### src/rtl/lvt_read_mux.sv
// lvt_read_mux: live-value table and read select for a multi-write, single-read RAM
// Tracks the last writing agent of each address and picks that agent's bank copy
// when a read completes.
// Ports:
//   clk, rst                 clock, asynchronous active-high reset
//   wren, wraddr             per-agent write enable/address (same as the banks see)
//   rden, rdaddr             read request
//   bank_rden, bank_rdaddr   read request fanned out to every bank
//   bank_rddata              bank read data, one cycle after bank_rden
//   rdvalid, rddata          read result
// Optional: define LVT_OUTREG_EN to register rddata/rdvalid one more stage (latency 2).
module lvt_read_mux #(
  parameter int NB_WRAGENT = 2,
  parameter int ADDR_WIDTH = 8,
  parameter int RAM_DEPTH  = 2**ADDR_WIDTH,
  parameter int DATA_WIDTH = 32,
  localparam int SEL_WIDTH = (NB_WRAGENT > 1) ? $clog2(NB_WRAGENT) : 1
) (
  input  logic                             clk,
  input  logic                             rst,
  input  logic [NB_WRAGENT-1:0]            wren,
  input  logic [ADDR_WIDTH*NB_WRAGENT-1:0] wraddr,
  input  logic                             rden,
  input  logic [ADDR_WIDTH-1:0]            rdaddr,
  output logic [NB_WRAGENT-1:0]            bank_rden,
  output logic [ADDR_WIDTH*NB_WRAGENT-1:0] bank_rdaddr,
  input  logic [DATA_WIDTH*NB_WRAGENT-1:0] bank_rddata,
  output logic                             rdvalid,
  output logic [DATA_WIDTH-1:0]            rddata
);
  logic [SEL_WIDTH-1:0]  lvt_q [RAM_DEPTH];
  logic [SEL_WIDTH-1:0]  sel_d, sel_q;
  logic                  vld_q;
  logic [DATA_WIDTH-1:0] mux, hold_q;
  assign bank_rden   = {NB_WRAGENT{rden}};
  assign bank_rdaddr = {NB_WRAGENT{rdaddr}};
  // Ascending loop: a later (higher-index) agent's assignment wins on collision.
  always_ff @(posedge clk or posedge rst)
    if (rst)
      for (int k = 0; k < RAM_DEPTH; k++) lvt_q[k] <= '0;
    else
      for (int i = 0; i < NB_WRAGENT; i++)
        if (wren[i] && int'(wraddr[ADDR_WIDTH*i +: ADDR_WIDTH]) < RAM_DEPTH)
          lvt_q[wraddr[ADDR_WIDTH*i +: ADDR_WIDTH]] <= SEL_WIDTH'(i);
  assign sel_d = (int'(rdaddr) < RAM_DEPTH) ? lvt_q[rdaddr] : '0;
  assign mux   = bank_rddata[DATA_WIDTH*sel_q +: DATA_WIDTH];
  // hold_q keeps the last delivered word so rddata is stable while idle.
  always_ff @(posedge clk or posedge rst)
    if (rst) begin
      sel_q  <= '0;
      vld_q  <= 1'b0;
      hold_q <= '0;
    end else begin
      vld_q <= rden;
      if (rden) sel_q <= sel_d;
      if (vld_q) hold_q <= mux;
    end
`ifdef LVT_OUTREG_EN
  logic ovld_q;
  always_ff @(posedge clk or posedge rst)
    if (rst) ovld_q <= 1'b0;
    else ovld_q <= vld_q;
  assign rdvalid = ovld_q;
  assign rddata  = hold_q;
`else
  assign rdvalid = vld_q;
  assign rddata  = vld_q ? mux : hold_q;
`endif
endmodule

### config.mk
export PLATFORM = sky130hd
export DESIGN_NAME = lvt_read_mux
export DESIGN_NICKNAME = d
export VERILOG_FILES = /design/src/rtl/lvt_read_mux.sv
export SDC_FILE = /design/constraint.sdc
export NUM_CORES = 1
export LEC_CHECK = 0
export ABC_AREA = 1
export CORE_MARGIN = 3
export CORE_UTILIZATION = 40
export CTS_CLUSTER_DIAMETER = 100
export DETAILED_ROUTE_END_ITERATION = 7
export PLACE_DENSITY = 0.61
export SLEW_MARGIN = 20
export SYNTH_ARGS = -nofsm -noshare
export SYNTH_HDL_FRONTEND = slang
export SYNTH_SLANG_ARGS = --single-unit
### constraint.sdc
create_clock -name clk -period 9.8 [get_ports clk]
set_input_delay 1.96 -clock clk [delete_from_list [all_inputs] [get_ports clk]]
set_output_delay 1.96 -clock clk [all_outputs]
set_load 0.01 [all_outputs]
==> metrics.txt <==
# TYPE chip_impl_metric gauge
chip_impl_info{name="outcome",value="finished clean"} 1
chip_impl_metric{name="drc_errors",unit=""} 0
chip_impl_info{name="netlist_top_cells_area",value="dfrtp_1 (51%), o21ai_0 (17%), nand2_1 (9.9%), nand3_1 (9.3%), clkbuf_1 (2.3%)"} 1
chip_impl_metric{name="timing.max_slew.rel_slack",unit="%"} 16.5
chip_impl_metric{name="antennaDiodeCount",unit=""} 0
chip_impl_info{name="clock_tree.root_cell",value="clkbuf_16"} 1
chip_impl_metric{name="power.static_leakage",unit="nW"} 6.83
chip_impl_metric{name="antenna_found_initial",unit=""} 0
chip_impl_metric{name="clock_sinks",unit=""} 290
chip_impl_metric{name="max_slew.worst_pin.slew",unit="ns"} 1.25
chip_impl_metric{name="power_per_cell_area",unit="nW/um^2"} 177
chip_impl_metric{name="timing_max_transition_violations_final",unit=""} 0
chip_impl_metric{name="design.final.nets",unit=""} 1867
chip_impl_metric{name="clk_path_buf_depth",unit=""} 3
chip_impl_metric{name="placement.io_buffers",unit=""} 143
chip_impl_metric{name="post_synth_xor_area_fraction",unit="%"} 0
chip_impl_metric{name="synth_top_area_share",unit="%"} 51.3
chip_impl_metric{name="timing.critical_path.slowest_cell_delay",unit="ns"} 0.83
chip_impl_metric{name="via_per_inst",unit=""} 6.02
chip_impl_metric{name="fin_area",unit="sq um"} 16400
chip_impl_metric{name="clock_skew",unit="ns"} 0.0247
chip_impl_metric{name="post-place-ws",unit="ns"} 4.23
chip_impl_metric{name="first_pass_iters",unit=""} 7
chip_impl_metric{name="fp.dieArea",unit="sq um"} 37700
chip_impl_metric{name="synth_simple_gate_area_share",unit="%"} 21.6
chip_impl_metric{name="wl_per_cell",unit="um"} 22.2
chip_impl_metric{name="post_synth_num_cell_types",unit=""} 18
chip_impl_info{name="crit_path_frequent_cell",value="clkdlybuf4s50_1"} 1
chip_impl_metric{name="mean_cell_area_of_the_mapped_netlist",unit="sq um"} 8.14
chip_impl_metric{name="setup_viol",unit=""} 0
chip_impl_metric{name="drt.antenna.violating_nets",unit=""} 0
chip_impl_metric{name="count_of_yosys_warnings_during_synthesis",unit=""} 0
chip_impl_metric{name="final_period_minus_worst_setup_slack",unit="ns"} 5.62
chip_impl_metric{name="clock_latency",unit="ns"} 0.57
chip_impl_metric{name="placementRows",unit=""} 68
chip_impl_info{name="yosys.area.top_type",value="dfrtp_1"} 1
chip_impl_metric{name="cap_violations",unit=""} 0
chip_impl_metric{name="share_of_post_route_cells_with_drive_strength_above_1",unit="%"} 3.63
chip_impl_metric{name="cts_setup_buffers",unit=""} 0
chip_impl_info{name="rsz0062_at_grt",value="false"} 1
chip_impl_metric{name="gp_congestion",unit=""} 0.899
chip_impl_metric{name="synth_adder_area_share",unit="%"} 0
chip_impl_metric{name="grt_util_all_layers",unit="%"} 25.6
chip_impl_metric{name="syn-cell-area",unit="sq um"} 14200
chip_impl_metric{name="cts_hold_buf",unit=""} 0
chip_impl_metric{name="timing.critical_path.depth",unit=""} 3
chip_impl_metric{name="layout-area-overhead-vs-synth",unit="%"} 15.7
chip_impl_metric{name="post_synth_mux_area_share",unit="%"} 0
chip_impl_metric{name="die_x",unit="um"} 194
chip_impl_metric{name="ioPinCount",unit=""} 144
chip_impl_info{name="worstSetupPathType",value="input pin to primary output"} 1
chip_impl_metric{name="max_freq",unit="MHz"} 178
chip_impl_metric{name="ir_drop",unit="mV"} 0.149
chip_impl_metric{name="clock_pin_slew_on_the_worst_setup_and_hold_paths",unit="ns"} 0.06
chip_impl_metric{name="hold_path_depth",unit=""} 2
chip_impl_metric{name="drtIter0Drc",unit=""} 1713
chip_impl_info{name="end_kind",value="primary output"} 1
chip_impl_metric{name="clock_tree.htree_level_count",unit=""} 1
chip_impl_metric{name="reg2reg_depth",unit=""} 3
chip_impl_info{name="largest_family_of_logic_cells_by_synthesized_area",value="simple AND/OR/NAND/NOR gates"} 1
chip_impl_metric{name="compound_gate_portion_of_the_synthesized_area",unit="%"} 20.1
chip_impl_metric{name="synth_nets",unit=""} 1832
chip_impl_metric{name="pin_count_of_the_biggest_net_entering_global_routing",unit=""} 143
chip_impl_metric{name="synth_seq_area_share",unit="%"} 51.3
chip_impl_metric{name="placed_area",unit="sq um"} 15400
chip_impl_metric{name="overflow",unit=""} 0
chip_impl_metric{name="setup_ws",unit="ns"} 4.18
chip_impl_metric{name="postLayoutCoreUtil",unit="%"} 47.2
chip_impl_info{name="worstPathCellList",value="clkdlybuf4s50_1 > buf_4 > clkdlybuf4s50_1"} 1
chip_impl_metric{name="cp_data_required_time",unit="ns"} 7.84
chip_impl_metric{name="chipHeight",unit="um"} 194
chip_impl_metric{name="worst_ep_arrival_time",unit="ns"} 3.66
chip_impl_metric{name="post_cts.resized_instances",unit=""} 0
chip_impl_metric{name="detailed_place_hpwl",unit="mm"} 28.3
chip_impl_info{name="tritoncts",value="built"} 1
chip_impl_metric{name="ys_seq_elements",unit=""} 290
chip_impl_metric{name="via_count",unit=""} 13500
chip_impl_metric{name="floorplan.initialDensity",unit="%"} 40.8
chip_impl_info{name="min_path_type",value="flip-flop to flip-flop"} 1
chip_impl_metric{name="final-hold-violation-count",unit=""} 0
chip_impl_metric{name="critPathBufInv",unit=""} 3
chip_impl_metric{name="cts_inserted_buffers",unit=""} 31
chip_impl_info{name="cp-start-kind",value="input pin"} 1
chip_impl_metric{name="grt_pass1_vias",unit=""} 12500
chip_impl_metric{name="core",unit="sq um"} 34700
chip_impl_metric{name="final_cycle_utilization_of_the_critical_path",unit="%"} 57.4
chip_impl_metric{name="postRouteWirelength",unit="mm"} 49.8
chip_impl_metric{name="syn-instance-count",unit=""} 1739
chip_impl_metric{name="cp_max_fo",unit=""} 11
chip_impl_metric{name="grt_first_pass_wirelength",unit="mm"} 76.8
chip_impl_info{name="cpLargestDelayFamily",value="buffers and inverters"} 1
chip_impl_info{name="cp_slowest_cell",value="clkdlybuf4s50_1"} 1
chip_impl_metric{name="finalSetupTns",unit="ns"} 0
[sequential cells by signal, summed over array words and instances (netlist names)]
signal   count
sel_q        1
lvt_q      256
hold_q      32
rdvalid      1
[synthesized netlist by cell type]
cell and count:
o21ai_0 470, nand2_1 375, dfrtp_1 290, nand3_1 263, clkbuf_1 87, nor2_1 58, inv_1 34, a31oi_1 32
o31ai_1 32, buf_4 23, buf_6 23, buf_2 17, nand4_1 16, o21ai_1 10, buf_1 4, inv_2 3
nand3b_1 1, or2_2 1
[area by class of cell]
type | count | area (sq um)
fillers | 3422 | 18300
clock buffers | 46 | 902
multi-input cells | 1258 | 5900
inverters | 37 | 146
repair buffers | 156 | 1560
clock inverters | 3 | 40.0
well taps | 455 | 569
flip-flops and latches | 290 | 7260
[per-stage QoR]
stage          std cells  hold slack [ns]  total power, mW
2_1_floorplan       1739            0.469             1.62
3_3_place_gp        2193            0.484             1.78
3_5_place_dp        2193            0.489             1.79
4_1_cts             2242            0.503             2.91
5_1_grt             2245            0.529             3.03
6_report            2245            0.504             2.89
[power by group]
part | internal, mW | switching (mW)
registers | 1.30 | 0.0548
logic | 0.161 | 0.254
clock network | 0.650 | 0.466
[layer usage]
layer / wire length (um) / global-route usage [%] / vias to the layer above
met5: 0 / 0 / -
met4: 1570 / 8.75 / 0
met3: 5270 / 3.94 / 110
met2: 21200 / 36.8 / 756
met1: 21700 / 39.3 / 6584
li1: - / - / 6059
[cell families after synthesis]
group,count (synthesis)
simple gates,714
compound gates,544
flops,290
buf+inv,191
[worst paths after layout]
path / from / end / slack, ns
setup reg to reg: sel_q$_DFFE_PP0P_ / sel_q$_DFFE_PP0P_ / 7.69
setup / recovery: rdaddr[3] / bank_rdaddr[3] / 4.18
min in group asynchronous: rst / hold_q[12]$_DFF_PP0_ / 1.85
max in group asynchronous: rst / lvt_q[135]$_DFF_PP0_ / 6.35
hold / removal: lvt_q[250]$_DFF_PP0_ / lvt_q[250]$_DFF_PP0_ / 0.50
hold reg to reg: lvt_q[250]$_DFF_PP0_ / lvt_q[250]$_DFF_PP0_ / 0.50
[tightest hold or removal path, stage by stage, from the launching register on]
cell,delay [ns]
dfrtp_1,0.34
o31ai_1,0.07
o31ai_1,0.06
[placed cells by master (no fill, tap or decap)]
cell type        synthesis  layout
buf_12                   0       1
nand4_1                 16      16
buf_2                   17       2
bufinv_16                0       1
buf_6                   23       2
clkinvlp_4               0       1
clkbuf_16                0      31
nor2_1                  58      58
clkdlybuf4s50_1          0     140
or2_2                    1       1
a31oi_1                 32      32
o31ai_1                 32      32
dfrtp_1                290     288
o21ai_1                 10      10
inv_2                    3       2
buf_4                   23      10
clkbuf_8                 0       7
nand3_1                263     263
inv_1                   34      32
inv_4                    0       1
o21ai_0                470     470
nand2_1                375     375
clkbuf_1                87       8
dfrtp_2                  0       2
buf_16                   0       1
clkinv_2                 0       3
nand3b_1                 1       1
Note: power is estimated with default switching activity, not from simulation.
